**src/rtl/ieee_sp_to_flopoco.sv**
```systemverilog
// IEEE-754 single precision to FloPoCo (wE=8, wF=23) converter, two-stage
// valid/ready pipeline with a saturating count of subnormals flushed to zero.
module ieee_sp_to_flopoco #(
    parameter int CNT_W = 16
) (
    input  logic             clk,
    input  logic             rst_n,
    input  logic             in_valid,
    output logic             in_ready,
    input  logic [31:0]      X,
    output logic             out_valid,
    input  logic             out_ready,
    output logic [33:0]      R,
    input  logic             cnt_clr,
    output logic [CNT_W-1:0] flush_cnt
);

    // Handshake: a word moves on a clk edge where valid and ready are both 1.
    // Stage 1 advances whenever stage 2 is empty or is being emptied, which
    // makes in_ready combinational from out_ready and removes bubbles.
    logic        s1_valid;
    logic        s1_sign;
    logic [7:0]  s1_exp;
    logic [22:0] s1_frac;
    logic        s1_exp_zero;
    logic        s1_exp_ones;
    logic        s1_frac_zero;
    logic        s1_frac_msb;

    logic        s2_valid;
    logic [33:0] r_q;

    logic        s1_adv;
    logic [33:0] r_next;
    logic        s1_flush;

    assign s1_adv    = !s2_valid || out_ready;
    assign in_ready  = !s1_valid || s1_adv;
    assign out_valid = s2_valid;
    assign R         = r_q;

    always_ff @(posedge clk) begin
        if (!rst_n) begin
            s1_valid     <= 1'b0;
            s1_sign      <= 1'b0;
            s1_exp       <= 8'd0;
            s1_frac      <= 23'd0;
            s1_exp_zero  <= 1'b0;
            s1_exp_ones  <= 1'b0;
            s1_frac_zero <= 1'b0;
            s1_frac_msb  <= 1'b0;
        end else if (in_ready) begin
            s1_valid <= in_valid;
            if (in_valid) begin
                s1_sign      <= X[31];
                s1_exp       <= X[30:23];
                s1_frac      <= X[22:0];
                s1_exp_zero  <= (X[30:23] == 8'h00);
                s1_exp_ones  <= (X[30:23] == 8'hFF);
                s1_frac_zero <= (X[22:0] == 23'd0);
                s1_frac_msb  <= X[22];
            end
        end
    end

    // Subnormals with the leading fraction bit set fit as exponent 0 with the
    // fraction shifted left once; smaller ones fall below the range and flush.
    always_comb begin
        r_next   = {2'b01, s1_sign, s1_exp, s1_frac};
        s1_flush = 1'b0;
        if (s1_exp_ones) begin
            if (!s1_frac_zero) begin
                r_next = {2'b11, 32'd0};
            end else begin
                r_next = {2'b10, s1_sign, 31'd0};
            end
        end else if (s1_exp_zero) begin
            if (s1_frac_zero) begin
                r_next = {2'b00, s1_sign, 31'd0};
            end else if (s1_frac_msb) begin
                r_next = {2'b01, s1_sign, 8'h00, s1_frac[21:0], 1'b0};
            end else begin
                r_next   = {2'b00, s1_sign, 31'd0};
                s1_flush = 1'b1;
            end
        end
    end

    always_ff @(posedge clk) begin
        if (!rst_n) begin
            s2_valid <= 1'b0;
            r_q      <= 34'd0;
        end else if (s1_adv) begin
            s2_valid <= s1_valid;
            if (s1_valid) begin
                r_q <= r_next;
            end
        end
    end

    // Counted on the single edge a flushed word enters stage 2, so stalls
    // cannot count it twice.
    always_ff @(posedge clk) begin
        if (!rst_n) begin
            flush_cnt <= '0;
        end else if (cnt_clr) begin
            flush_cnt <= '0;
        end else if (s1_adv && s1_valid && s1_flush && (flush_cnt != '1)) begin
            flush_cnt <= flush_cnt + {{(CNT_W-1){1'b0}}, 1'b1};
        end
    end

endmodule
```
**config.mk**
```make
export PLATFORM = sky130hd
export DESIGN_NAME = ieee_sp_to_flopoco
export DESIGN_NICKNAME = d
export VERILOG_FILES = /design/src/rtl/ieee_sp_to_flopoco.sv
export SDC_FILE = /design/constraint.sdc
export NUM_CORES = 1
export LEC_CHECK = 0
export ABC_CLOCK_PERIOD_IN_PS = 1900
export CAP_MARGIN = 20
export CORE_ASPECT_RATIO = 2
export CORE_MARGIN = 1
export CORE_UTILIZATION = 40
export CTS_CLUSTER_SIZE = 12
export DETAILED_ROUTE_END_ITERATION = 12
export PLACE_DENSITY = 0.66
export SETUP_SLACK_MARGIN = 0.3
export SYNTH_ARGS = -nofsm -noshare
export SYNTH_HDL_FRONTEND = slang
export SYNTH_SLANG_ARGS = --single-unit
```
**constraint.sdc**
```tcl
create_clock -name clk -period 1.9 [get_ports clk]
set_input_delay 0.38 -clock clk [delete_from_list [all_inputs] [get_ports clk]]
set_output_delay 0.38 -clock clk [all_outputs]
set_load 0.02 [all_outputs]
```
# Word-level counts from Yosys, hierarchy flattened
# Index checks and enable logic that the tools add are counted.
[word_totals]
reg_bits = 88
latchBits = 0
mem_bits_rw = 0
mem_bits_ro = 0
input_bits = 37
output_inout_bits = 52
wordCells = 36
n_memories = 0
[classes]
add_sub_neg = 1
mul = 0
div = 0
magnitude_cmp = 0
n_eq_ne = 2
shifts = 0
muxes = 9
n_bitwise = 1
n_reduce_logical = 12
[ops]
columns = ["operator", "count"]
rows = [
  ["$mux W33", 4],
  ["$mux W34", 1],
  ["$logic_not A23 Y1", 1],
  ["$add A16 B1 Y16 const B", 1],
  ["$ne A16 B16 Y1 const B", 1],
  ["$eq A8 B8 Y1 const B", 1],
  ["$logic_not A8 Y1", 1],
  ["$mux W1", 4],
  ["$reduce_and A2 Y1", 2],
  ["$logic_and A1 B1 Y1", 3],
  ["$logic_not A1 Y1", 2],
  ["$logic_or A1 B1 Y1", 2],
  ["$reduce_or A2 Y1", 1],
  ["$not A1 Y1", 1],
]

# Longest topological paths before layout
[depth]
word_depth = 6
depth_mapped = 7
ltp_nobuf = 6

# Least setup slack after synthesis
# Ideal clock, no wire load.
[synth_path]
kind = "register -> register"
from = "reg flush_cnt[0]"
to = "reg flush_cnt[15]"
setup_ps = 124
t_arrival_ps = 1600
required_time_ps = 1776
slack_ps = 176
stages_incl_launch_ff = 8
path_buffers = 1
synth_period_minus_slack_ps = 1724
cell_sequence = "dfxtp_1 -> ha_1 -> nand4_1 -> nor4_1 -> buf_4 -> nor4b_1 -> xnor2_1 -> nor2_1"
[synth_via]
elab_chain_cells = 2
word_cells_on_any_way = 3
cone_classes = "add/sub (1); eq/ne (1); reduce/logical (1)"
[synth_lines]
columns = ["element", "line", "source"]
rows = [
  ["start, declared", "15", "output logic [CNT_W-1:0] flush_cnt"],
  ["start signal, assigned", "109", "flush_cnt <= flush_cnt + {{(CNT_W-1){1'b0}}, 1'b1};"],
  ["parallel branches: the longest is 2 deep, another holds $add A16 B1 Y16", "--", ""],
]
# Parallel ways; which one is timed is not known.
# A chain may end at the register's enable or synchronous reset.

# Final worst setup path
[layout_path]
from = "reg flush_cnt[6]"
to = "reg flush_cnt[14]"
# The elaborated chain is that of the path after synthesis.

==> metrics.csv <==
metric;value;unit
status;finished with violations;
failing checks;design-rule violations;
Worst EP arrival;1850;ps
TritonCTS clock tree;done;
actual slew at the worst max-slew pin;401;ps
Register-to-Register Path Depth;7;
Pwr per Cell Area;724;nW/um^2
synth warn;0;
Die Ht;140;microns
Die X;71.1;microns
FF-to-FF Start;flush_cnt[6];
Sink Count;87;
fill count;852;
Cells after DPL;662;
Seq cells post-synth;87;
CTS max path bufs;2;
Detailed Route WL;10.6;mm
GRT Total Usage;0.219;
# DRC;8;
HPWL Detailed;7.77;mm
cts hold-fix bufs;0;
max-cap viol count;0;
detailed-route via count;3615;
layout cell share with drive strength beyond 1;0.169;
largest net degree at the start of global routing;72;
cells after synthesis;467;
wire per inst;15.3;microns
leakage;0.00217;uW
register area share after synthesis;0.456;
crit-path most repeated cell;buf_4;
RSZ-0062 raised after global routing;true;
syn nets;505;
pre-CTS setup slack;-151;ps
Setup CP Type;flop to flop;
minimum clock period;1630;ps
H-tree levels;3;
Synth Area in Compound Gates;0.176;
core box area;9320;sq um
syn_area_per_cell;8.18;sq um
Reg area;1770;sq um
CP max-delay cell;dfxtp_4;
worst-path fanout max;5;
nets;618;
Hold Crit Class;flop to flop;
Layout area overhead;44.4;%
Top-Level Pins;89;
Skew-Pair Late Insertion Delay;330;ps
commonest cells after routing, fill and taps aside;nand2_1, dfxtp_1, dlygate4sd2_1;
initial antenna violation count;0;
global-route wire length before repair;17.0;mm
crit start category;flop;
num rows;50;
worst setup path start;flush_cnt[6];
cell area after synthesis;3820;sq um
vias in the first global route;3567;
Worst setup EP type;flop;
Adder-Cell Fraction of Synth Area;0.00327;
DIE AREA;9970;sq um
multi-input logic area;2060;sq um
Starting Density;0.410;
initial drt markers;163;
Clock Tree Root;clkbuf_16;
RR Endpoint;flush_cnt[14];
Final WS setup;273;ps
clock skew;7.07;ps
commonest non-fill, non-tap cell in the layout;nand2_1;
Async SR Flop Fraction;0;
CP max stage delay;370;ps
post-route ant nets;0;
Worst Setup EP;flush_cnt[14];
ys flop type;dfxtp_1;
Final Cycle Share;0.856;
gr ovfl total;0;
total CTS buffers;9;
Antenna Diode Count;0;
gp weighted congestion;0.879;
FMAX;615;MHz
Worst-path clk slew;60;ps
DRT Pass-1 Iters;8;
main combinational cell family by area after synthesis;simple AND/OR/NAND/NOR gates;
post-synthesis cell type count;36;
final hold violations;0;
WP data required;2120;ps
reg-to-reg slack, setup;270;ps
Vias/cell;5.25;
Buffers on Ports;88;
simple-gate share of the synthesized area;0.280;
Post-synth EDFFs;0;
Worst slew margin;0.730;
crit path cell chain;nand4_1 > buf_4 > nor3_2 > buf_4 > nor3_4 > buf_4 > a31o_2;
final setup fails;0;
final cell count without fillers;689;
XOR/XNOR share of the synthesized area;0.0321;
worst vdd ir;538;uV
final-report max-slew violation count;0;
post-synthesis mux area share;0;
synth_stat cells (2+ instances only):
library cell  number  share of area
a21boi_0          48          0.094
a21oi_1            2         0.0026
a22oi_1           21          0.041
and4_1             2         0.0046
clkbuf_1          25          0.025
dfxtp_1           87           0.46
inv_1             23          0.023
nand2_1          109           0.11
nand2b_1           3         0.0049
nand3_1           18          0.024
nand4_1            7          0.011
nor2_1            22          0.022
nor2b_1           22          0.036
nor3_1             7         0.0092
nor4_1            10          0.016
nor4_2             3         0.0098
nor4b_1            3         0.0069
o21ai_0           24          0.031
xnor2_1           14          0.032
state kept, by name (all words and copies together) (netlist names):
name and flops:
s1_exp_zero 1, s1_sign 1, s1_exp_ones 1, out_valid 1, R 34, s1_frac 23, s1_frac_zero 1, s1_exp 8
flush_cnt 16, s1_valid 1
area by class of cell:
class / instances / area share
Inverter: 23 / 0.0156
Sequential cell: 87 / 0.321
Clock buffer: 14 / 0.0515
Tap cell: 104 / 0.0236
Multi-Input combinational cell: 329 / 0.373
Clock inverter: 2 / 0.00227
Timing Repair Buffer: 130 / 0.213
worst min path at each step:
| stage | from | endpoint | slack (ps) | cells past startpoint |
|---|---|---|---|---|
| floorplan | s1_frac[21] | s1_frac[21] | 440 | 2 |
| global placement | s1_exp[1] | s1_exp[1] | 450 | 2 |
| detailed placement | R[27] | R[27] | 460 | 2 |
| CTS | R[27] | R[27] | 470 | 2 |
| global route | R[23] | R[23] | 480 | 2 |
| finish | R[27] | R[27] | 460 | 2 |
power breakdown:
group / total (uW) / leakage (uW) / internal [uW] / switching [uW]
sequential: 1920 / 0.000717 / 1870 / 42.7
combinational: 371 / 0.00131 / 182 / 189
clock: 1710 / 0.000145 / 1030 / 684
repair_timing:
action,4_1_cts,5_1_grt
resized for setup,70,30
pin swaps,2,7
setup endpoints to repair,64,77
buffers inserted,4,5
gates cloned,1,1
per-layer routing:
layer / vias up / wire, microns / global-route usage
met5: - / 0 / 0
met4: 0 / 341 / 0.120
met3: 21 / 414 / 0.0345
met2: 92 / 5920 / 0.408
met1: 1700 / 3880 / 0.226
li1: 1802 / - / -
per-stage QoR:
stage	setup TNS [ps]	hold slack [ps]	util	power (uW)	area [sq um]
floorplan	0	443	-	2140	3840
CTS	0	466	0.575	4030	5360
global route	0	477	0.592	4140	5520
global placement	-461	451	0.535	2340	4990
detailed placement	-1270	457	0.535	2340	4990
finish	0	461	0.592	4000	5520
critical path, delay by kind of cell, from the launching register on:
kind            cells  cell delay [ps]
compound gates      1              190
buf+inv             3              550
simple gates        3              420
flops               1              370
logic make-up (layout without fill, tap and decap cells):
group	after synthesis	in the layout
AO/OA/AOI/OAI	98	98
XOR/XNOR	14	14
buffers and inverters	51	169
adder cells (fa/ha/maj)	1	1
AND/OR/NAND/NOR	216	216
flip-flops	87	87
Power figures use the tool's default switching activity.
